<file path="config.mk">
export PLATFORM = sky130hd
export DESIGN_NAME = muldiv_seq
export DESIGN_NICKNAME = d
export VERILOG_FILES = /design/src/rtl/muldiv_seq.sv
export SDC_FILE = /design/constraint.sdc
export NUM_CORES = 1
export LEC_CHECK = 0
export CAP_MARGIN = 10
export CELL_PAD_IN_SITES_DETAIL_PLACEMENT = 1
export CELL_PAD_IN_SITES_GLOBAL_PLACEMENT = 1
export CORE_AREA = 2 2 193 195
export CTS_BUF_LIST = sky130_fd_sc_hd__clkbuf_4
export CTS_CLUSTER_DIAMETER = 100
export CTS_CLUSTER_SIZE = 20
export DETAILED_ROUTE_END_ITERATION = 10
export DIE_AREA = 0 0 195 197
export PLACE_DENSITY = 0.9
export SYNTH_ARGS = -nofsm -noshare
export SYNTH_HDL_FRONTEND = slang
export SYNTH_SLANG_ARGS = --single-unit
</file>
<file path="constraint.sdc">
create_clock -name clk -period 7.73 [get_ports clk]
set_clock_uncertainty 0.1 [all_clocks]
set_input_delay 1.546 -clock clk [delete_from_list [all_inputs] [get_ports clk]]
set_output_delay 1.546 -clock clk [all_outputs]
set_load 0.01 [all_outputs]
</file>
<file path="src/rtl/muldiv_seq.sv">
// muldiv_seq: iterative MULT/MULTU/DIV/DIVU sequencer that owns the HI/LO
// registers. A single 64-bit accumulator is shared by both datapaths. For a
// multiply it holds the {partial product, remaining multiplier} pair. For a
// divide it holds the {partial remainder, dividend/quotient} pair.
module muldiv_seq #(
    parameter int ITER = 32
) (
    input  logic        clk,
    input  logic        reset,
    input  logic        start,
    input  logic [1:0]  op,
    input  logic [31:0] x,
    input  logic [31:0] y,
    input  logic        wr_hi,
    input  logic        wr_lo,
    input  logic [31:0] wdata,
    output logic        busy,
    output logic        done,
    output logic        div0,
    output logic [31:0] hi,
    output logic [31:0] lo
);

    localparam int CW = $clog2(ITER + 1);

    typedef enum logic [1:0] {S_IDLE, S_PREP, S_RUN, S_FIX} state_t;

    state_t        state_q, state_d;
    logic [1:0]    op_q, op_d;
    logic [31:0]   x_q, x_d;
    logic [31:0]   y_q, y_d;
    logic [63:0]   acc_q, acc_d;
    logic [31:0]   mag_q, mag_d;
    logic [CW-1:0] cnt_q, cnt_d;
    logic          neg_lo_q, neg_lo_d;   // negate product / quotient
    logic          neg_hi_q, neg_hi_d;   // negate remainder
    logic          dz_q, dz_d;           // divide by zero seen in PREP
    logic          busy_q, busy_d;
    logic          done_q, done_d;
    logic          div0_q, div0_d;
    logic [31:0]   hi_q, hi_d;
    logic [31:0]   lo_q, lo_d;

    // op[0] = 1 marks the unsigned variants, op[1] = 1 marks divides
    logic        is_signed;
    logic        is_div;
    logic [31:0] x_abs;
    logic [31:0] y_abs;
    logic [32:0] mul_sum;
    logic [33:0] div_trial;
    logic [63:0] prod_fix;
    logic [31:0] quo_fix;
    logic [31:0] rem_fix;

    assign is_signed = ~op_q[0];
    assign is_div    = op_q[1];
    // The magnitude of 0x80000000 is 2^31. It is still representable unsigned.
    assign x_abs     = (is_signed && x_q[31]) ? -x_q : x_q;
    assign y_abs     = (is_signed && y_q[31]) ? -y_q : y_q;

    // Shift-add step: add the multiplicand into the upper half when the
    // multiplier LSB is set. The carry then shifts in as the new MSB.
    assign mul_sum   = {1'b0, acc_q[63:32]} + {1'b0, (acc_q[0] ? mag_q : 32'd0)};

    // Restoring step: trial-subtract the divisor from {remainder, next dividend bit}
    assign div_trial = {1'b0, acc_q[63:31]} - {2'b00, mag_q};

    assign prod_fix  = neg_lo_q ? -acc_q : acc_q;
    assign quo_fix   = neg_lo_q ? -acc_q[31:0] : acc_q[31:0];
    assign rem_fix   = neg_hi_q ? -acc_q[63:32] : acc_q[63:32];

    // Next-state and datapath logic for the IDLE/PREP/RUN/FIX sequence
    always_comb begin
        state_d  = state_q;
        op_d     = op_q;
        x_d      = x_q;
        y_d      = y_q;
        acc_d    = acc_q;
        mag_d    = mag_q;
        cnt_d    = cnt_q;
        neg_lo_d = neg_lo_q;
        neg_hi_d = neg_hi_q;
        dz_d     = dz_q;
        busy_d   = busy_q;
        done_d   = 1'b0;
        div0_d   = 1'b0;
        hi_d     = hi_q;
        lo_d     = lo_q;
        case (state_q)
            S_IDLE: begin
                if (start) begin
                    // start wins over a same-cycle MTHI/MTLO
                    op_d    = op;
                    x_d     = x;
                    y_d     = y;
                    busy_d  = 1'b1;
                    state_d = S_PREP;
                end else begin
                    if (wr_hi) hi_d = wdata;
                    if (wr_lo) lo_d = wdata;
                end
            end
            S_PREP: begin
                neg_lo_d = is_signed & (x_q[31] ^ y_q[31]);
                neg_hi_d = is_signed & x_q[31];
                dz_d     = is_div && (y_q == 32'd0);
                cnt_d    = '0;
                acc_d    = is_div ? {32'd0, x_abs} : {32'd0, y_abs};
                mag_d    = is_div ? y_abs : x_abs;
                state_d  = S_RUN;
            end
            S_RUN: begin
                if (is_div) begin
                    if (!div_trial[33]) acc_d = {div_trial[31:0], acc_q[30:0], 1'b1};
                    else                acc_d = {acc_q[62:0], 1'b0};
                end else begin
                    acc_d = {mul_sum, acc_q[31:1]};
                end
                cnt_d = cnt_q + CW'(1);
                if (cnt_q == CW'(ITER - 1)) state_d = S_FIX;
            end
            S_FIX: begin
                // A divide by zero keeps the old HI/LO contents
                if (!dz_q) begin
                    if (is_div) begin
                        hi_d = rem_fix;
                        lo_d = quo_fix;
                    end else begin
                        hi_d = prod_fix[63:32];
                        lo_d = prod_fix[31:0];
                    end
                end
                done_d  = 1'b1;
                div0_d  = dz_q;
                busy_d  = 1'b0;
                state_d = S_IDLE;
            end
            default: state_d = S_IDLE;
        endcase
    end

    // State register with synchronous reset
    always_ff @(posedge clk) begin
        if (reset) begin
            state_q  <= S_IDLE;
            op_q     <= 2'b00;
            x_q      <= 32'd0;
            y_q      <= 32'd0;
            acc_q    <= 64'd0;
            mag_q    <= 32'd0;
            cnt_q    <= '0;
            neg_lo_q <= 1'b0;
            neg_hi_q <= 1'b0;
            dz_q     <= 1'b0;
            busy_q   <= 1'b0;
            done_q   <= 1'b0;
            div0_q   <= 1'b0;
            hi_q     <= 32'd0;
            lo_q     <= 32'd0;
        end else begin
            state_q  <= state_d;
            op_q     <= op_d;
            x_q      <= x_d;
            y_q      <= y_d;
            acc_q    <= acc_d;
            mag_q    <= mag_d;
            cnt_q    <= cnt_d;
            neg_lo_q <= neg_lo_d;
            neg_hi_q <= neg_hi_d;
            dz_q     <= dz_d;
            busy_q   <= busy_d;
            done_q   <= done_d;
            div0_q   <= div0_d;
            hi_q     <= hi_d;
            lo_q     <= lo_d;
        end
    end

    assign busy = busy_q;
    assign done = done_q;
    assign div0 = div0_q;
    assign hi   = hi_q;
    assign lo   = lo_q;

endmodule

</file>
==> results_dict.tcl <==
set metrics [dict create \
    wl_met3_mm 5.27 \
    post_cts.resized_instances 0 \
    mostFrequentLayoutCell "sky130_fd_sc_hd__nand2_1" \
    detail_route.iter0.violations 1431 \
    final.hold.worst_slack_ps 376 \
    via_per_inst 6.35 \
    finalCriticalPeriod_ps 4100 \
    multiplexer_fraction_of_the_synthesized_cell_area_pct 4.39 \
    hold_path.startpoint "lo[28]$_SDFFE_PP0P_" \
    dr.pass1.iters 6 \
    post_syn_area_um2 16800 \
    ff2ff_setup_slack_ps 3630 \
    max_cap_viol_count 0 \
    grt_max_degree 101 \
    ratio_of_cells_with_drive_above_1_in_the_final_layout_pct 4.12 \
    netlist_instances 2278 \
    post-dp-hpwl_mm 51.1 \
    placer_congestion_estimate 0.946 \
    yosys_warnings 0 \
    cp_cell_sequence "ha_1, a21oi_1, o21ai_0, or4_1, o2111ai_1, and2_1, a31oi_4, buf_4, mux4_2, nor2_1, a211oi_1" \
    worstSkewPairLatency_ps 760 \
    finish.net_count 2527 \
    worst_path_largest_cell_delay_ps 720 \
    grt_setup_unrepaired "false" \
    post-place-ws_ps 3660 \
    yosys.area_share.xor_xnor_pct 8.75 \
    worst-r2r-cell-count 11 \
    row_count 70 \
    crit_path_class "flop to flop" \
    clk_root_buffer_cell "sky130_fd_sc_hd__clkbuf_4" \
    vdd_ir_drop_max_uv 192 \
    timing.rr.start "acc_q[43]$_SDFFE_PP0P_" \
    coreArea_um2 36300 \
    wirelength_mm 66.6 \
    critical_path_required_ps 8260 \
    crit_arrival_ps 4640 \
    synth_async_sr_flop_share_pct 0 \
    route.vias.total 17931 \
    first_global_vias 17763 \
    syn-mean-instance-area_um2 7.38 \
    run_status "finished, final reports clean" \
    dieArea_um2 38400 \
    drc 0 \
    crit_path_top_delay_cell "sky130_fd_sc_hd__dfxtp_1" \
    sequential_fraction_of_the_synthesis_area_pct 28.6 \
    mappedNetlistNets 2456 \
    ant_nets 0 \
    globalRoute.totalOverflow 0 \
    htree_levels 1 \
    hold_viol 0 \
    endpoints_failing_setup 0 \
    timing_max_transition_violations_final 0 \
    synth-edff-count 0 \
    main_combinational_cell_family_by_area_after_synthesis "compound AO/OA/AOI/OAI gates" \
    critical_path.reg2reg.endpoint "acc_q[0]$_SDFFE_PP0P_" \
    die_y_um 197 \
    layout.cells.most_common_list "sky130_fd_sc_hd__nand2_1, sky130_fd_sc_hd__nor2_1, sky130_fd_sc_hd__a21oi_1" \
    cts_made_buffers 16 \
    met1Wirelength_mm 28.0 \
    transition_time_at_the_pin_with_the_least_slew_margin_ps 1190 \
    numClockSinks 240 \
    placement.io_buffers 169 \
    postCtsSetupRepairBufs 0 \
    max-slew-margin-rel_pct 20.3 \
    min_period_over_period_pct 53.1 \
    grt_resource_usage_total_pct 33.7 \
    fill_cells 4579 \
    hold_fix_buffer_count_after_cts 0 \
    synth.ff_latch_count 240 \
    startpoint_types "flop" \
    min_path_cells 2 \
    timing.setup.tns_ps 0 \
    hold_path_end "lo[28]$_SDFFE_PP0P_" \
    hold_path.class "flop to flop" \
    dieWidth_um 195 \
    topRoutingLayerUsed "met5" \
    cts-root-to-sink-buffers 3 \
    setup_slack_ps 3630 \
    clock_tree_from_tritoncts "yes" \
    synth_cell_types 82 \
    postSynth.topFlopCell "sky130_fd_sc_hd__dfxtp_1" \
    power.density_nw_per_um2 346 \
    total_power_mw 6.57 \
    area_after_dpl_um2 18800 \
    initial_utilization_pct 46.4 \
    standby_leakage_power_nw 7.25 \
    io-pin-count 170 \
    synth-compound-area-share_pct 25.6 \
    postLayoutCellArea_um2 19000 \
    wl_met2_mm 29.8 \
    crit_path_end_kind "flop" \
    antenna_violations_before_repair 2 \
    syn_to_final_growth_pct 12.8 \
    post_synth_simple_gate_area_pct 22.1 \
    post_synth_fa_ha_maj_area_fraction_pct 5.67 \
    max_clock_freq_ghz 0.244 \
    routedWlPerCell_um 23.6 \
    path_clk_slew_ps 240 \
    worstPathMaxFanout 44 \
    grt_first_pass_wirelength_mm 102 \
]
## area by class of cell
class / instances / area [um^2] / share of cell area [%]
repair buffers: 192 / 1890 / 9.96
clock buffers: 18 / 135 / 0.712
well taps: 468 / 586 / 3.09
flip-flops and latches: 240 / 4810 / 25.3
inverters: 80 / 300 / 1.58
diodes: 2 / 5.00 / 0.0264
clock inverters: 3 / 25.0 / 0.132
multi-input cells: 1819 / 11200 / 59.2
## flip-flops by register name, summed over array words and instances, names as in the netlist, 2 cells and up
| register | cells |
|---|---|
| hi | 32 |
| mag_q | 32 |
| cnt_q | 6 |
| x_q | 32 |
| acc_q | 64 |
| state_q | 2 |
| lo | 32 |
| op_q | 2 |
| y_q | 32 |
## logic make-up after synthesis
| logic type | after synthesis |
|---|---|
| XOR/XNOR | 168 |
| AO/OA/AOI/OAI | 686 |
| adder cells (fa/ha/maj) | 75 |
| buffers and inverters | 219 |
| multiplexers | 57 |
| flip-flops | 240 |
| AND/OR/NAND/NOR | 833 |
## where the power goes
part           total, mW  switching, mW  internal, mW
Sequential          1.87          0.338          1.54
Clock              0.555          0.441         0.115
Combinational       4.14           2.59          1.55
## per-stage QoR
step	utilization, %	cells
after floorplan	-	2278
after global placement	51.8	2797
after detailed placement	51.8	2797
after CTS	52.2	2818
after global routing	52.3	2821
final	52.3	2822
## routing by layer
metal | track usage, % | up-vias
li1 | - | 8274
met1 | 44.6 | 8673
met2 | 54.5 | 802
met3 | 3.76 | 180
met4 | 17.2 | 2
met5 | 0 | -
## worst max-delay path, delay by kind of cell (launching register included)
family          cells  cell delay, ps
simple gates        3             920
fa+ha+maj           1             400
buf+inv             1             330
flops               1             720
mux                 1             530
compound gates      5             940
## worst max-delay path by stage
| stage | from | endpoint |
|---|---|---|
| after floorplan | acc_q[0]$_SDFFE_PP0P_ | acc_q[57]$_SDFFE_PP0P_ |
| final | acc_q[43]$_SDFFE_PP0P_ | acc_q[0]$_SDFFE_PP0P_ |
| after global placement | reset | acc_q[62]$_SDFFE_PP0P_ |
| after detailed placement | reset | acc_q[62]$_SDFFE_PP0P_ |
| after CTS | acc_q[43]$_SDFFE_PP0P_ | acc_q[0]$_SDFFE_PP0P_ |
| after global routing | acc_q[0]$_SDFFE_PP0P_ | acc_q[58]$_SDFFE_PP0P_ |
## cells in the mapped netlist (all sizes together), types with 17 or more instances
cell	count	share of area (%)
buf	24	0.61
mux2i	40	2.4
o211ai	33	1.5
nand3	41	1.2
inv	76	1.7
o31ai	34	1.5
nor4	18	0.71
xor2	84	4.4
nor2	269	6.0
o21ai	122	3.6
dfxtp	240	29
nand2	311	6.9
clkbuf	115	2.6
ha	73	5.4
a21oi	249	7.5
a31oi	33	1.2
a211oi	56	2.5
a21o	31	1.4
xnor2	84	4.4
nand2b	18	0.71
o21a	17	0.76
nor3	61	1.8
or4	19	0.92
No activity file was read; power rests on OpenSTA's default activity.
